<file path="config.mk">
export PLATFORM = sky130hd
export DESIGN_NAME = ros2_sub_msg_queue
export DESIGN_NICKNAME = d
export VERILOG_FILES = /design/src/rtl/ros2_sub_msg_queue_pkg.sv /design/src/rtl/ros2_sub_slot_ram.sv /design/src/rtl/ros2_sub_msg_queue.sv
export SDC_FILE = /design/constraint.sdc
export NUM_CORES = 2
export LEC_CHECK = 0
export CAP_MARGIN = 20
export CORE_ASPECT_RATIO = 1.1
export CORE_UTILIZATION = 56
export CTS_CLUSTER_SIZE = 25
export DETAILED_ROUTE_END_ITERATION = 10
export DONT_BUFFER_PORTS = 1
export PLACE_DENSITY = 0.84
export RECOVER_POWER = 50
export SETUP_SLACK_MARGIN = 0.1
export SYNTH_ARGS = -nofsm -noshare
export SYNTH_HDL_FRONTEND = slang
export SYNTH_HIERARCHICAL = 1
export SYNTH_SLANG_ARGS = --single-unit
</file>
<file path="constraint.sdc">
create_clock -name clk_int -period 1.98 [get_ports clk_int]
set_input_delay 0.594 -clock clk_int [delete_from_list [all_inputs] [get_ports clk_int]]
set_output_delay 0.594 -clock clk_int [all_outputs]
set_load 0.01 [all_outputs]
</file>
<file path="src/rtl/ros2_sub_msg_queue_pkg.sv">
// Shared constants for the ROS2 subscriber message queue: slot geometry tied to the
// application payload size, write-FSM encodings and the length clamp helper.
package ros2_sub_msg_queue_pkg;
  localparam int ROS2_MAX_APP_DATA_LEN = 64;
  localparam int DEF_MAX_LEN           = ROS2_MAX_APP_DATA_LEN;
  localparam int DEF_SLOTS             = 4;
  localparam int DEF_CNT_W             = 16;

  typedef enum logic [1:0] {
    W_IDLE   = 2'd0,
    W_FILL   = 2'd1,
    W_COMMIT = 2'd2
  } wstate_e;

  function automatic logic [7:0] cap_len(input logic [7:0] len, input int max_len);
    return (int'(len) > max_len) ? 8'(max_len) : len;
  endfunction
endpackage

</file>
<file path="src/rtl/ros2_sub_slot_ram.sv">
// Simple dual-port byte RAM holding all message slots; synchronous write, registered read.
module ros2_sub_slot_ram #(
  parameter int DEPTH = 256,
  parameter int AW    = $clog2(DEPTH)
) (
  input  logic          clk_int,
  input  logic          rst_n,
  input  logic          i_we,
  input  logic [AW-1:0] i_waddr,
  input  logic [7:0]    i_wdata,
  input  logic          i_re,
  input  logic [AW-1:0] i_raddr,
  output logic [7:0]    o_rdata
);
  logic [7:0] r_mem [DEPTH];
  logic [7:0] r_rdata;

  always_ff @(posedge clk_int) begin
    if (i_we) r_mem[i_waddr] <= i_wdata;
  end

  // Only the output register is reset; the array itself keeps no reset so it maps to block RAM.
  always_ff @(posedge clk_int or negedge rst_n) begin
    if (!rst_n)    r_rdata <= '0;
    else if (i_re) r_rdata <= r_mem[i_raddr];
  end

  assign o_rdata = r_rdata;
endmodule

</file>
<file path="src/rtl/ros2_sub_msg_queue.sv">
// Subscriber-side message queue: one write slot being filled by the core plus a
// circular queue of committed slots read out by the host, with overflow accounting.
module ros2_sub_msg_queue
  import ros2_sub_msg_queue_pkg::*;
#(
  parameter  int MAX_LEN = DEF_MAX_LEN,
  parameter  int SLOTS   = DEF_SLOTS,
  parameter  int CNT_W   = DEF_CNT_W,
  localparam int AW      = $clog2(MAX_LEN),
  localparam int PW      = $clog2(SLOTS),
  localparam int CW      = PW + 1
) (
  input  logic             clk_int,
  input  logic             rst_n,
  input  logic [AW-1:0]    sub_addr,
  input  logic             sub_ce,
  input  logic             sub_we,
  input  logic [7:0]       sub_wdata,
  input  logic [7:0]       sub_len,
  input  logic             sub_recv,
  output logic             msg_valid,
  output logic [7:0]       msg_len,
  input  logic [AW-1:0]    rd_addr,
  output logic [7:0]       rd_data,
  input  logic             msg_pop,
  output logic [CW-1:0]    msg_count,
  output logic             drop,
  output logic [CNT_W-1:0] overflow_cnt
);
  wstate_e          r_state, w_state_nxt;
  logic [PW-1:0]    r_head, r_tail, r_wr_ptr;
  logic [CW-1:0]    r_count;
  logic [7:0]       r_len [SLOTS];
  logic             r_drop;
  logic [CNT_W-1:0] r_ovf;

  logic w_byte_we, w_recv, w_pop, w_full, w_commit, w_discard;

  assign w_byte_we = sub_ce & sub_we;
  assign w_recv    = sub_recv & (r_state != W_COMMIT);
  assign w_pop     = msg_pop & (r_count != '0);
  assign w_full    = (r_count == CW'(SLOTS - 1));
  // A pop in the same cycle frees a slot first, so a full queue still accepts the commit.
  assign w_commit  = w_recv & (~w_full | w_pop);
  assign w_discard = w_recv & w_full & ~w_pop;

  always_ff @(posedge clk_int or negedge rst_n) begin
    if (!rst_n) r_state <= W_IDLE;
    else        r_state <= w_state_nxt;
  end

  always_comb begin
    w_state_nxt = r_state;
    case (r_state)
      W_IDLE: begin
        if (sub_recv)       w_state_nxt = W_COMMIT;
        else if (w_byte_we) w_state_nxt = W_FILL;
      end
      W_FILL:   if (sub_recv) w_state_nxt = W_COMMIT;
      W_COMMIT: w_state_nxt = W_IDLE;
      default:  w_state_nxt = W_IDLE;
    endcase
  end

  always_ff @(posedge clk_int or negedge rst_n) begin
    if (!rst_n) begin
      r_head   <= '0;
      r_tail   <= '0;
      r_wr_ptr <= '0;
      r_count  <= '0;
      r_drop   <= 1'b0;
      r_ovf    <= '0;
      for (int i = 0; i < SLOTS; i++) r_len[i] <= '0;
    end else begin
      r_drop <= w_discard;
      if (w_discard && (r_ovf != '1)) r_ovf <= r_ovf + 1'b1;
      if (w_commit) begin
        r_len[r_tail] <= cap_len(sub_len, MAX_LEN);
        r_tail        <= r_tail + 1'b1;
        r_wr_ptr      <= r_wr_ptr + 1'b1;
      end
      if (w_pop) r_head <= r_head + 1'b1;
      case ({w_commit, w_pop})
        2'b10:   r_count <= r_count + 1'b1;
        2'b01:   r_count <= r_count - 1'b1;
        default: r_count <= r_count;
      endcase
    end
  end

  ros2_sub_slot_ram #(
    .DEPTH (SLOTS * MAX_LEN),
    .AW    (PW + AW)
  ) u_ram (
    .clk_int (clk_int),
    .rst_n   (rst_n),
    .i_we    (w_byte_we),
    .i_waddr ({r_wr_ptr, sub_addr}),
    .i_wdata (sub_wdata),
    .i_re    (r_count != '0),
    .i_raddr ({r_head, rd_addr}),
    .o_rdata (rd_data)
  );

  assign msg_valid    = (r_count != '0);
  assign msg_len      = r_len[r_head];
  assign msg_count    = r_count;
  assign drop         = r_drop;
  assign overflow_cnt = r_ovf;
endmodule
</file>
==> impl_metrics.ini <==
[worst_hold_path]
worstHoldStart = sub_wdata[5]
holdPathEnd = u_ram/r_mem[122][5]$_DFFE_PP_
holdPathStages = 0
holdCritPathClass = in -> reg

[power_and_ir_drop]
power_frac_comb = 0.102
leakagePower_nw = 31.1
pwr_density_cell_nw_per_um2 = 998
net-switching-power_mw = 22.5
power.share.switching = 0.232
peakVddDrop_mv = 0.830
clockPowerShare = 0.379
finalPower_mw = 97.1
intPower_mw = 74.6
pwr-share-seq = 0.519

[global_routing]
grt_pass1_vias = 46000
grt_overflow_total = 0
grt_antenna_before_repair = 8
grt_pass1_wl_um = 333000
grt_max_degree = 592
grt_usage = 0.316

[clock_tree]
cts_inserted_buffers = 188
tritoncts = yes
cts_root_buf = clkbuf_16
clk_latency_ns = 0.84
path_clk_slew_ns = 0.06
htreeDepth = 4
cts_buffer_depth = 3
cts.sinks = 2116

[yosys]
ys_ff_latch = 2116
synthArstFlopShare = 0.0321
netlist_area_sq_um = 83000
syn_area_per_cell_sq_um = 20.6
synth_area_leaders = edfxtp_1, mux4_2, mux2i_1
synth_cell_types = 77
synth_top_area_frac = 0.741
ys.warnings.count = 6
yosys.area.top_type = edfxtp_1
synth_flop_cell = edfxtp_1
syn-num-nets = 4063
synthCells = 4022
synth-edff-count = 2048
yosysSeqAreaShare = 0.762

[placement]
gp_congestion = 0.907
dp_hpwl_um = 124000
portBuffers = 0
dp_cells = 6150

[critical_path]
endpoint_kind = flip-flop
crit_type = in -> reg
worstSetupStartpointType = input port
r2r-end = u_ram/o_rdata[0]$_DFFE_PN0P_
ff2ff_path_depth = 12
required_ns = 2.68
cp_max_fo = 591
rr_startpoint = r_head[0]$_DFFE_PN0P_
r2r_slack_ns = -0.67
cp_data_arrival_time_ns = 5.08

[routing]
drc = 0
wire_per_inst_um = 36.9
drtIter0Drc = 7563
vias = 47000
drt-total-wl_um = 242000
drtAntennaViolNets = 0
vias_per_cell = 7.16
drt_first_pass_iters = 8

[sta]
worstMarginPinSlew_ns = 3.29
min_period_ns = 4.38
relSlewSlack = -1.19
rsz0062_at_grt = true
finalMaxSlewViolations = 798
finalHoldViolCount = 87
setup_viol = 148
timing.hold.ws_ns = -0.102
skew_ns = 0.0361
fin_ws_ns = -2.40
fmax_mhz = 228
post-route-period-util = 2.21

[run]
cap_violations = 9

[run_status]
status = finished with violations
violations = hold timing, capacitance limit, slew limit, setup timing

[die]
die_area_sq_um = 150000
chipWidth_um = 369
ioPinCount = 71
fp.dieH_um = 406
rows = 147
initial_utilization = 0.567
coreArea_sq_um = 146000

[cells_and_area]
n_fill_cell = 8359
syn2layout_area_growth_pct = 17.3
nets = 4507
final_cells = 6565
layout_common_cells = edfxtp_1, mux4_2, buf_4
drive_above_1_share = 0.345
final_common_cell = edfxtp_1
## per-layer routing
metal / track usage / vias to the layer above / wire length, um
met5: 0 / - / 33
met4: 0.193 / 6 / 19000
met3: 0.0863 / 1059 / 33100
met2: 0.509 / 4474 / 115000
met1: 0.382 / 23800 / 74800
li1: - / 17600 / -
## critical path, cell delays in order
cell,delay (ns)
mux4_2,1.59
mux4_2,0.57
a21oi_2,0.28
a2111oi_2,0.08
buf_2,0.17
a221o_1,0.30
## power by group through the flow
stage / clock [mW] / sequential (mW) / combinational [mW]
global placement: 0 / 51.1 / 7.35
detailed placement: 0 / 51.2 / 7.58
finish: 36.8 / 50.4 / 9.92
global route: 38.4 / 50.4 / 9.88
CTS: 36.7 / 50.3 / 8.95
floorplan: 0 / 51.0 / 4.91
## final cells by class
class | instances | area, sq um | share of cell area
antenna | 7 | 17.5 | 0.000180
tap | 1937 | 2420 | 0.0249
clock inverter | 116 | 1140 | 0.0117
clock buffer | 229 | 4960 | 0.0510
timing repair buffer | 493 | 4920 | 0.0506
inverter | 14 | 53.8 | 0.000553
sequential | 2116 | 63200 | 0.650
multi-input combinational | 1653 | 20500 | 0.211
## worst max-delay path by stage
| stage | startpoint | endpoint | slack (ns) | depth (start not counted) |
|---|---|---|---|---|
| after floorplan | rd_addr[0] | u_ram/o_rdata[5]$_DFFE_PN0P_ | -0.61 | 10 |
| after global placement | rd_addr[0] | u_ram/o_rdata[4]$_DFFE_PN0P_ | -1.46 | 9 |
| after detailed placement | rd_addr[1] | u_ram/o_rdata[3]$_DFFE_PN0P_ | -1.35 | 7 |
| after CTS | r_head[0]$_DFFE_PN0P_ | msg_len[2] | -0.69 | 2 |
| after global routing | rd_addr[0] | u_ram/o_rdata[0]$_DFFE_PN0P_ | -1.19 | 9 |
| final | rd_addr[0] | u_ram/o_rdata[5]$_DFFE_PN0P_ | -2.40 | 6 |
## cells by family (layout without fill, tap and decap cells)
family | Yosys count | after routing | share of synthesized area
simple gates | 612 | 613 | 0.0350
compound gates | 342 | 342 | 0.0293
buf+inv | 254 | 852 | 0.0194
xor+xnor | 23 | 23 | 0.00243
mux | 668 | 668 | 0.151
fa+ha+maj | 7 | 7 | 0.00115
flops | 2116 | 2116 | 0.762
other cells | 0 | 7 | 0
## repair_timing
item / 4_1_cts / 5_1_grt
endpoints found under the hold margin: 1126 / 358
setup buffers: 13 / 15
hold buffers: 24 / 11
resized for setup: 169 / 68
cloned: 1 / 0
pin swaps: 25 / 55
endpoints found under the setup margin: 106 / 383
## metrics by stage
step                worst slack, ns  utilization  TNS [ns]  cell area, sq um
floorplan                    -0.613            -    -29.73             85100
global placement              -1.46        0.612    -30.89             89600
detailed placement            -1.35        0.612    -41.70             89600
CTS                          -0.690        0.662     -9.59             96900
global route                  -1.19        0.664    -16.06             97300
finish                        -2.40        0.665    -26.40             97300
## synthesized netlist by cell type, types with 7 or more instances
library cell and instances:
a2111oi_0 13, a211oi_1 24, a21oi_1 36, a221oi_1 15
a22o_1 13, a22oi_1 54, a31oi_1 12, and2_1 23
buf_2 64, buf_4 21, buf_6 47, buf_8 10
clkbuf_1 88, dfrtp_1 68, edfxtp_1 2048, inv_1 12
mux2_2 13, mux2_4 28, mux2i_1 173, mux4_2 451
nand2_1 88, nand3_1 54, nand4_1 26, nor2_1 301
nor2b_1 15, nor3_1 48, nor4_1 10, o211ai_1 8
o21ai_0 25, o221ai_1 33, o22ai_1 76, o311ai_0 7
xor2_1 19
## state kept, by name (all words and copies together) (netlist names)
register       count
overflow_cnt      16
r_state            2
u_ram/r_mem     2048
drop               1
r_wr_ptr           2
u_ram/o_rdata      8
msg_count          3
r_head             2
r_len             32
r_tail             2
No activity file was read; power rests on OpenSTA's default activity.
